### config.mk
export PLATFORM = sky130hd
export DESIGN_NAME = id_ex_shift_stage
export DESIGN_NICKNAME = d
export VERILOG_FILES = /design/src/rtl/id_ex_shift_stage.sv
export SDC_FILE = /design/constraint.sdc
export NUM_CORES = 1
export LEC_CHECK = 0
export BUFFER_PORTS_ARGS = -buffer_cell sky130_fd_sc_hd__buf_2
export CAP_MARGIN = 20
export CORE_UTILIZATION = 51
export DETAILED_ROUTE_END_ITERATION = 7
export GPL_TIMING_DRIVEN = 0
export PLACE_DENSITY = 0.92
export SLEW_MARGIN = 20
export SYNTH_ARGS = -nofsm -noshare
export SYNTH_HDL_FRONTEND = slang
export SYNTH_SLANG_ARGS = --single-unit
export TNS_END_PERCENT = 50
### constraint.sdc
create_clock -name clk_i -period 3.08 [get_ports clk_i]
set_clock_uncertainty 0.15 [all_clocks]
set_input_delay 0.308 -clock clk_i [delete_from_list [all_inputs] [get_ports clk_i]]
set_output_delay 0.308 -clock clk_i [all_outputs]
set_load 0.05 [all_outputs]
### src/rtl/id_ex_shift_stage.sv
// ID/EX pipeline register for the shift datapath. Holds decoded shift operands
// and control, and forwards EX/MEM or MEM/WB results onto the rt/rs operands.
module id_ex_shift_stage #(
  parameter int DATA_W = 32,
  parameter int REG_AW = 5
) (
  input  logic              clk_i,
  input  logic              rst_i,
  input  logic              stall_i,
  input  logic              flush_i,
  input  logic              id_valid_i,
  input  logic [DATA_W-1:0] id_rt_i,
  input  logic [DATA_W-1:0] id_rs_i,
  input  logic [REG_AW-1:0] id_rt_addr_i,
  input  logic [REG_AW-1:0] id_rs_addr_i,
  input  logic [REG_AW-1:0] id_rd_addr_i,
  input  logic [4:0]        id_shamt_i,
  input  logic              id_var_shift_i,
  input  logic [1:0]        id_shift_type_i,
  input  logic              exm_wr_i,
  input  logic [REG_AW-1:0] exm_rd_i,
  input  logic [DATA_W-1:0] exm_data_i,
  input  logic              mwb_wr_i,
  input  logic [REG_AW-1:0] mwb_rd_i,
  input  logic [DATA_W-1:0] mwb_data_i,
  output logic              ex_valid_o,
  output logic [DATA_W-1:0] rt_o,
  output logic [DATA_W-1:0] rs_o,
  output logic [4:0]        shamt_o,
  output logic              var_shift_o,
  output logic [1:0]        shift_type_o,
  output logic [REG_AW-1:0] ex_rd_o,
  output logic              ex_reg_write_o,
  output logic [1:0]        fwd_rt_o,
  output logic [1:0]        fwd_rs_o
);

  localparam logic [1:0] FWD_REG = 2'b00;
  localparam logic [1:0] FWD_EXM = 2'b01;
  localparam logic [1:0] FWD_MWB = 2'b10;

  logic              valid_q;
  logic [DATA_W-1:0] rt_q;
  logic [DATA_W-1:0] rs_q;
  logic [REG_AW-1:0] rt_addr_q;
  logic [REG_AW-1:0] rs_addr_q;
  logic [REG_AW-1:0] rd_q;
  logic [4:0]        shamt_q;
  logic              var_shift_q;
  logic [1:0]        shift_type_q;

  logic exm_hit_rt, exm_hit_rs, mwb_hit_rt, mwb_hit_rs;

  // Register 0 is hard-wired zero, so it never matches a producer.
  assign exm_hit_rt = exm_wr_i && (exm_rd_i != '0) && (exm_rd_i == rt_addr_q);
  assign exm_hit_rs = exm_wr_i && (exm_rd_i != '0) && (exm_rd_i == rs_addr_q);
  assign mwb_hit_rt = mwb_wr_i && (mwb_rd_i != '0) && (mwb_rd_i == rt_addr_q);
  assign mwb_hit_rs = mwb_wr_i && (mwb_rd_i != '0) && (mwb_rd_i == rs_addr_q);

  always_comb begin
    // NOTE: every always_comb output gets a default first so no path can infer a latch.
    fwd_rt_o = FWD_REG;
    fwd_rs_o = FWD_REG;
    if (valid_q) begin
      if (exm_hit_rt)      fwd_rt_o = FWD_EXM;
      else if (mwb_hit_rt) fwd_rt_o = FWD_MWB;
      if (exm_hit_rs)      fwd_rs_o = FWD_EXM;
      else if (mwb_hit_rs) fwd_rs_o = FWD_MWB;
    end
  end

  always_comb begin
    rt_o = rt_q;
    rs_o = rs_q;
    case (fwd_rt_o)
      FWD_EXM: rt_o = exm_data_i;
      FWD_MWB: rt_o = mwb_data_i;
      default: rt_o = rt_q;
    endcase
    case (fwd_rs_o)
      FWD_EXM: rs_o = exm_data_i;
      FWD_MWB: rs_o = mwb_data_i;
      default: rs_o = rs_q;
    endcase
  end

  // NOTE: sequential state uses non-blocking assignments so all registers update together.
  always_ff @(posedge clk_i) begin
    if (rst_i || flush_i) begin
      valid_q      <= 1'b0;
      rt_q         <= '0;
      rs_q         <= '0;
      rt_addr_q    <= '0;
      rs_addr_q    <= '0;
      rd_q         <= '0;
      shamt_q      <= '0;
      var_shift_q  <= 1'b0;
      shift_type_q <= 2'b00;
    end else if (stall_i) begin
      // Capture any forwarded value now, since the producer may retire during the stall.
      rt_q <= rt_o;
      rs_q <= rs_o;
    end else begin
      valid_q      <= id_valid_i;
      rt_q         <= id_rt_i;
      rs_q         <= id_rs_i;
      rt_addr_q    <= id_rt_addr_i;
      rs_addr_q    <= id_rs_addr_i;
      rd_q         <= id_rd_addr_i;
      shamt_q      <= id_shamt_i;
      var_shift_q  <= id_var_shift_i;
      shift_type_q <= id_shift_type_i;
    end
  end

  assign ex_valid_o     = valid_q;
  assign shamt_o        = shamt_q;
  assign var_shift_o    = var_shift_q;
  assign shift_type_o   = shift_type_q;
  assign ex_rd_o        = rd_q;
  assign ex_reg_write_o = valid_q && (rd_q != '0);

endmodule
* After elaboration in Yosys (flattened, before gate mapping)
Cells that the tools add are included.
Storage, ports and cells: register bits after elaboration 88, input bits 168, output and inout bits 83, word-level logic and storage cells 38
Operators by class: equality and inequality tests 8, muxes and demuxes 10, reduce and logical (&&, ||, !) cells 11
Operators with widths (number):
- case mux 32 bit (2 select lines) | 2
- 2-to-1 mux 32 bit | 2
- equality test 5 bit | 4
- nonzero test 5 bit | 3
- 2-to-1 mux 2 bit | 6
- logical AND 1 bit | 7
- equality test 2 x 1 -> 1 bit (second input constant) | 2
- equality test 2 bit (second input constant) | 2
- logical OR 1 bit | 1

* Depth between registers and ports, before layout
depth after elaboration 9, mapped depth 7, mapped depth without buffers 6

* Worst setup path after synthesis
OpenSTA, ideal clock, no wires.
path type register to output, start register valid_q (netlist: ex_valid_o), end output rt_o[3], data arrival time 3.437 ns, data required time 2.622 ns, setup slack -0.815 ns, stages on the path, launching flop included 7, path buffers 2, cell sequence dfxtp_1 > o211ai_1 > or4_4 > buf_6 > buf_4 > nor2_1 > mux2i_1
On the way: longest elaborated chain between the ends 3, elaborated cells on any way between the ends 4, classes of those cells eq/ne: 2; mux: 2
Ends and longest elaborated chain:
- from (decl) | RTL line 42 | logic valid_q;
- from (signal assigned) | RTL line 104 | valid_q <= id_valid_i;
- 2-to-1 mux 2 bit (*) | RTL line 64 | if (valid_q) begin
- via fwd_rt_o[1] | RTL line 34 | output logic [1:0] fwd_rt_o,
- equality test 2 bit or equality test 2 x 1 -> 1 bit (tied branches) | RTL line 75 | case (fwd_rt_o)
- case mux 32 bit (2 select lines) (*) | RTL line 75
- to (decl) | RTL line 27 | output logic [DATA_W-1:0] rt_o,
The timed path passes the listed nets; every way through them passes the cells marked *.

* Worst setup path after layout
start register rs_addr_q[4], end output rs_o[26]
On the way: longest elaborated chain between the ends 7, elaborated cells on any way between the ends 10, classes of those cells eq/ne: 4; mux: 4; reduce/logical: 2
Ends and longest elaborated chain:
- from (decl) | RTL line 46 | logic [REG_AW-1:0] rs_addr_q;
- from (signal assigned) | RTL line 108 | rs_addr_q <= id_rs_addr_i;
- equality test 5 bit | RTL line 58 | assign mwb_hit_rs = mwb_wr_i && (mwb_rd_i != '0) && (mwb_rd_i == rs_addr_q);
- logical AND 1 bit | RTL line 58
- 2-to-1 mux 2 bit | RTL line 68 | else if (mwb_hit_rs) fwd_rs_o = FWD_MWB;
- 2-to-1 mux 2 bit (*) | RTL line 67 | if (exm_hit_rs) fwd_rs_o = FWD_EXM;
- 2-to-1 mux 2 bit (*) | RTL line 64
- equality test 2 bit or equality test 2 x 1 -> 1 bit (tied branches) | RTL line 80 | case (fwd_rs_o)
- case mux 32 bit (2 select lines) (*) | RTL line 80
- to (decl) | RTL line 28 | output logic [DATA_W-1:0] rs_o,
Every way passes the cells marked *; elsewhere a longest branch is shown, timed or not.

==> reports/metrics.yaml <==
worstPathArrival_ns: 2.58
critPathSlowestCell: "dfxtp_1"
fmax_mhz: 329.0
min_path_type: "input pin to flip-flop"
dp.cells: 1255
cp-start-kind: "flip-flop"
fin_cells: 1269
synth_area_sq_um: 6939
antenna_left: 0
regToRegSetupSlack_ns: 0.53
tightest_slew_ns: 0.7809
path_max_fanout: 10
grt_max_degree: 13
finalCriticalPeriod_ns: 3.040
end_kind: "output pin"
ctsHoldBuffers: 0
fin_crit_sh_pct: 98.70
syn_to_final_growth_pct: 27.28
crit_top_cell: "buf_2"
ys_ff_latch: 88
grt_usage_pct: 41.05
vias_per_cell: 7.032
critical-path-top-delay-family: "buffers and inverters"
ys.warnings.count: 0
routed_wl_um: 29730
nets: 1258
whs_ns: 0.03537
synth_nets: 998
cts_buffer_depth: 2
dieHeight_um: 118.6
num_rows: 42
vias: 8923
drive_gt1_share_pct: 39.10
startpoint: "rs_addr_q[4]"
reg2reg_to: "rs_q[17]"
cts_inserted_buffers: 9
avgRoutedWirePerCell_um: 23.43
maxCapViolations: 0
htreeDepth: 3
drtIter0Drc: 1625
cts_tree: "done"
r2r_start: "rs_addr_q[4]"
drv_slew: 0
slew_headroom_pct: 47.94
fill_cells: 1116
io_buffers: 249
worstHoldEndpoint: "ex_rd_o[3]"
clock-sinks: 88
core-area_sq_um: 13240
holdPathStages: 3
start_util_pct: 52.40
worstHoldStart: "id_rd_addr_i[3]"
critical_path_class: "flip-flop to output pin"
cp_cell_sequence: "xor2_1, nor3_1, and4_2, buf_2, buf_4, o32a_1, o21a_1, buf_2"
grt_overflow: 0
max-vdd-ir-drop_mv: 0.3325
p_per_area_nw_per_um2: 338.4
antenna_found_initial: 4
slowest_delay_ns: 0.36
worstSkewPairLatency_ns: 0.35
drcViolationCount: 0
static-leakage-power_nw: 3.701
dpl.hpwl_um: 21610
worstRegToRegCells: 7
root_buffer: "clkbuf_16"
critical_path_buf_inv_count: 3
clkTransAtPathRegs_ns: 0.07
cp.required_ns: 2.62
hold_viol: 0
total_power_w: 0.002989
gp_congestion: 0.9975
synth.distinct_cells: 37
synthCells: 830
setup_viol: 0
io_pins: 251
status: "finished, final reports clean"
grt_first_pass_wirelength_um: 45290
die_w_um: 118.6
yosysSeqAreaShare_pct: 25.39
synth.avg_cell_area_sq_um: 8.360
grt_pass1_vias: 8503
firstDrtPassIters: 8
die_area_sq_um: 14080
[how the worst max path moves through the flow]
stage | depth (start not counted) | to | slack (ns)
after floorplan | 6 | rs_o[30] | -0.1
after global placement | 9 | rs_o[10] | -0.002
after detailed placement | 9 | rs_o[10] | -0.06
after CTS | 7 | rs_o[23] | 0.002
after global routing | 8 | rt_o[12] | -0.0008
final | 8 | rs_o[26] | 0.04
[logic make-up (layout without fill, tap and decap cells)]
kind of cell           count (synthesis)  after routing  share of synthesized area [%]
AO/OA/AOI/OAI                        346            346                          35.70
AND/OR/NAND/NOR                      187            187                          16.48
buffers and inverters                100            362                          6.509
multiplexers                          89             89                          13.40
flip-flops                            88             88                          25.39
XOR/XNOR                              20             20                          2.524
other                                  0              1                              0
[layout by cell type (no fill, tap or decap), types with 14 or more instances in the layout]
master / Yosys / final
or3_1: 38 / 38
o32a_1: 24 / 24
o21ai_0: 158 / 158
o221a_2: 38 / 38
o31a_1: 33 / 33
nand3b_1: 64 / 64
mux2i_1: 58 / 57
buf_4: 2 / 19
buf_2: 22 / 253
dfxtp_1: 88 / 81
clkbuf_1: 63 / 51
mux2_2: 31 / 31
nand3_1: 35 / 35
o31ai_1: 33 / 33
xor2_1: 14 / 14
a31o_2: 31 / 31
o21a_1: 25 / 25
nor2_1: 28 / 27
[routing by layer]
metal | vias up | track usage, % | wire, um
met1 | 4015 | 47.61 | 9911
met3 | 201 | 13.71 | 4653
met5 | - | 0 | 24
met2 | 935 | 64.36 | 13260
met4 | 4 | 26.82 | 1880
li1 | 3768 | - | -
[registers in the layout, summed over array words and instances, names as in the netlist]
signal / count
rt_q: 32
ex_rd_o: 5
ex_valid_o: 1
rt_addr_q: 5
shift_type_o: 2
rs_addr_q: 5
rs_q: 32
shamt_o: 5
var_shift_o: 1
[where the power goes]
part / total (W) / switching [W] / leakage (nW) / internal, W
logic: 0.000732 / 0.000472 / 2.85 / 0.000260
registers: 0.00121 / 0.0000262 / 0.721 / 0.00118
clock network: 0.00105 / 0.000473 / 0.130 / 0.000578
[cells in the mapped netlist (all sizes together)]
cell type | instances | area share, %
inv | 2 | 0.11
nand3 | 36 | 2.7
o21a | 25 | 2.7
mux2 | 31 | 5.0
or2 | 2 | 0.18
nor3 | 5 | 0.36
dfxtp | 88 | 25
o31a | 33 | 4.2
nand2 | 3 | 0.16
or3 | 38 | 3.4
nand3b | 64 | 6.9
mux2i | 58 | 8.4
o211ai | 1 | 0.11
o221a | 38 | 6.2
clkbuf | 66 | 3.6
nor2 | 28 | 1.5
xnor2 | 6 | 0.76
o31ai | 33 | 3.6
a31o | 31 | 3.9
o21ai | 160 | 12
nand2b | 1 | 0.090
buf | 32 | 2.8
xor2 | 14 | 1.8
a21oi | 1 | 0.072
nor2b | 1 | 0.090
and4 | 2 | 0.25
o32a | 24 | 3.5
or4 | 4 | 0.54
nor4 | 3 | 0.27
[layout make-up]
type | instances | area, sq um | share of cell area, %
diodes | 1 | 2.502 | 0.02833
plain buffers | 97 | 500.5 | 5.667
clock buffers | 12 | 256.5 | 2.904
inverters | 2 | 7.507 | 0.08500
well taps | 176 | 220.2 | 2.493
repair buffers | 250 | 1281 | 14.51
flip-flops and latches | 88 | 1770 | 20.05
clock inverters | 1 | 5.005 | 0.05667
multi-input cells | 642 | 4788 | 54.21
[worst min-delay path, stage by stage]
cell and delay [ns]:
buf_2 0.07, mux2i_1 0.05, nor2_1 0.07
[per-stage QoR]
step	utilization, %	cell area (sq um)	setup TNS, ns	setup slack [ns]
after floorplan	-	6959	-0.09849	-0.09849
after global placement	63.62	8426	-0.001986	-0.001986
after detailed placement	63.62	8426	-0.3136	-0.06456
after CTS	66.02	8743	0	0.002277
after global routing	66.70	8832	-0.0008069	-0.0008069
final	66.70	8832	0	0.04018
[repair_timing]
item	CTS	global route
pin swaps	1	2
gates resized for setup	26	47
buffers inserted	1	0
endpoints found under the setup margin	62	62
Power figures use the tool's default switching activity.
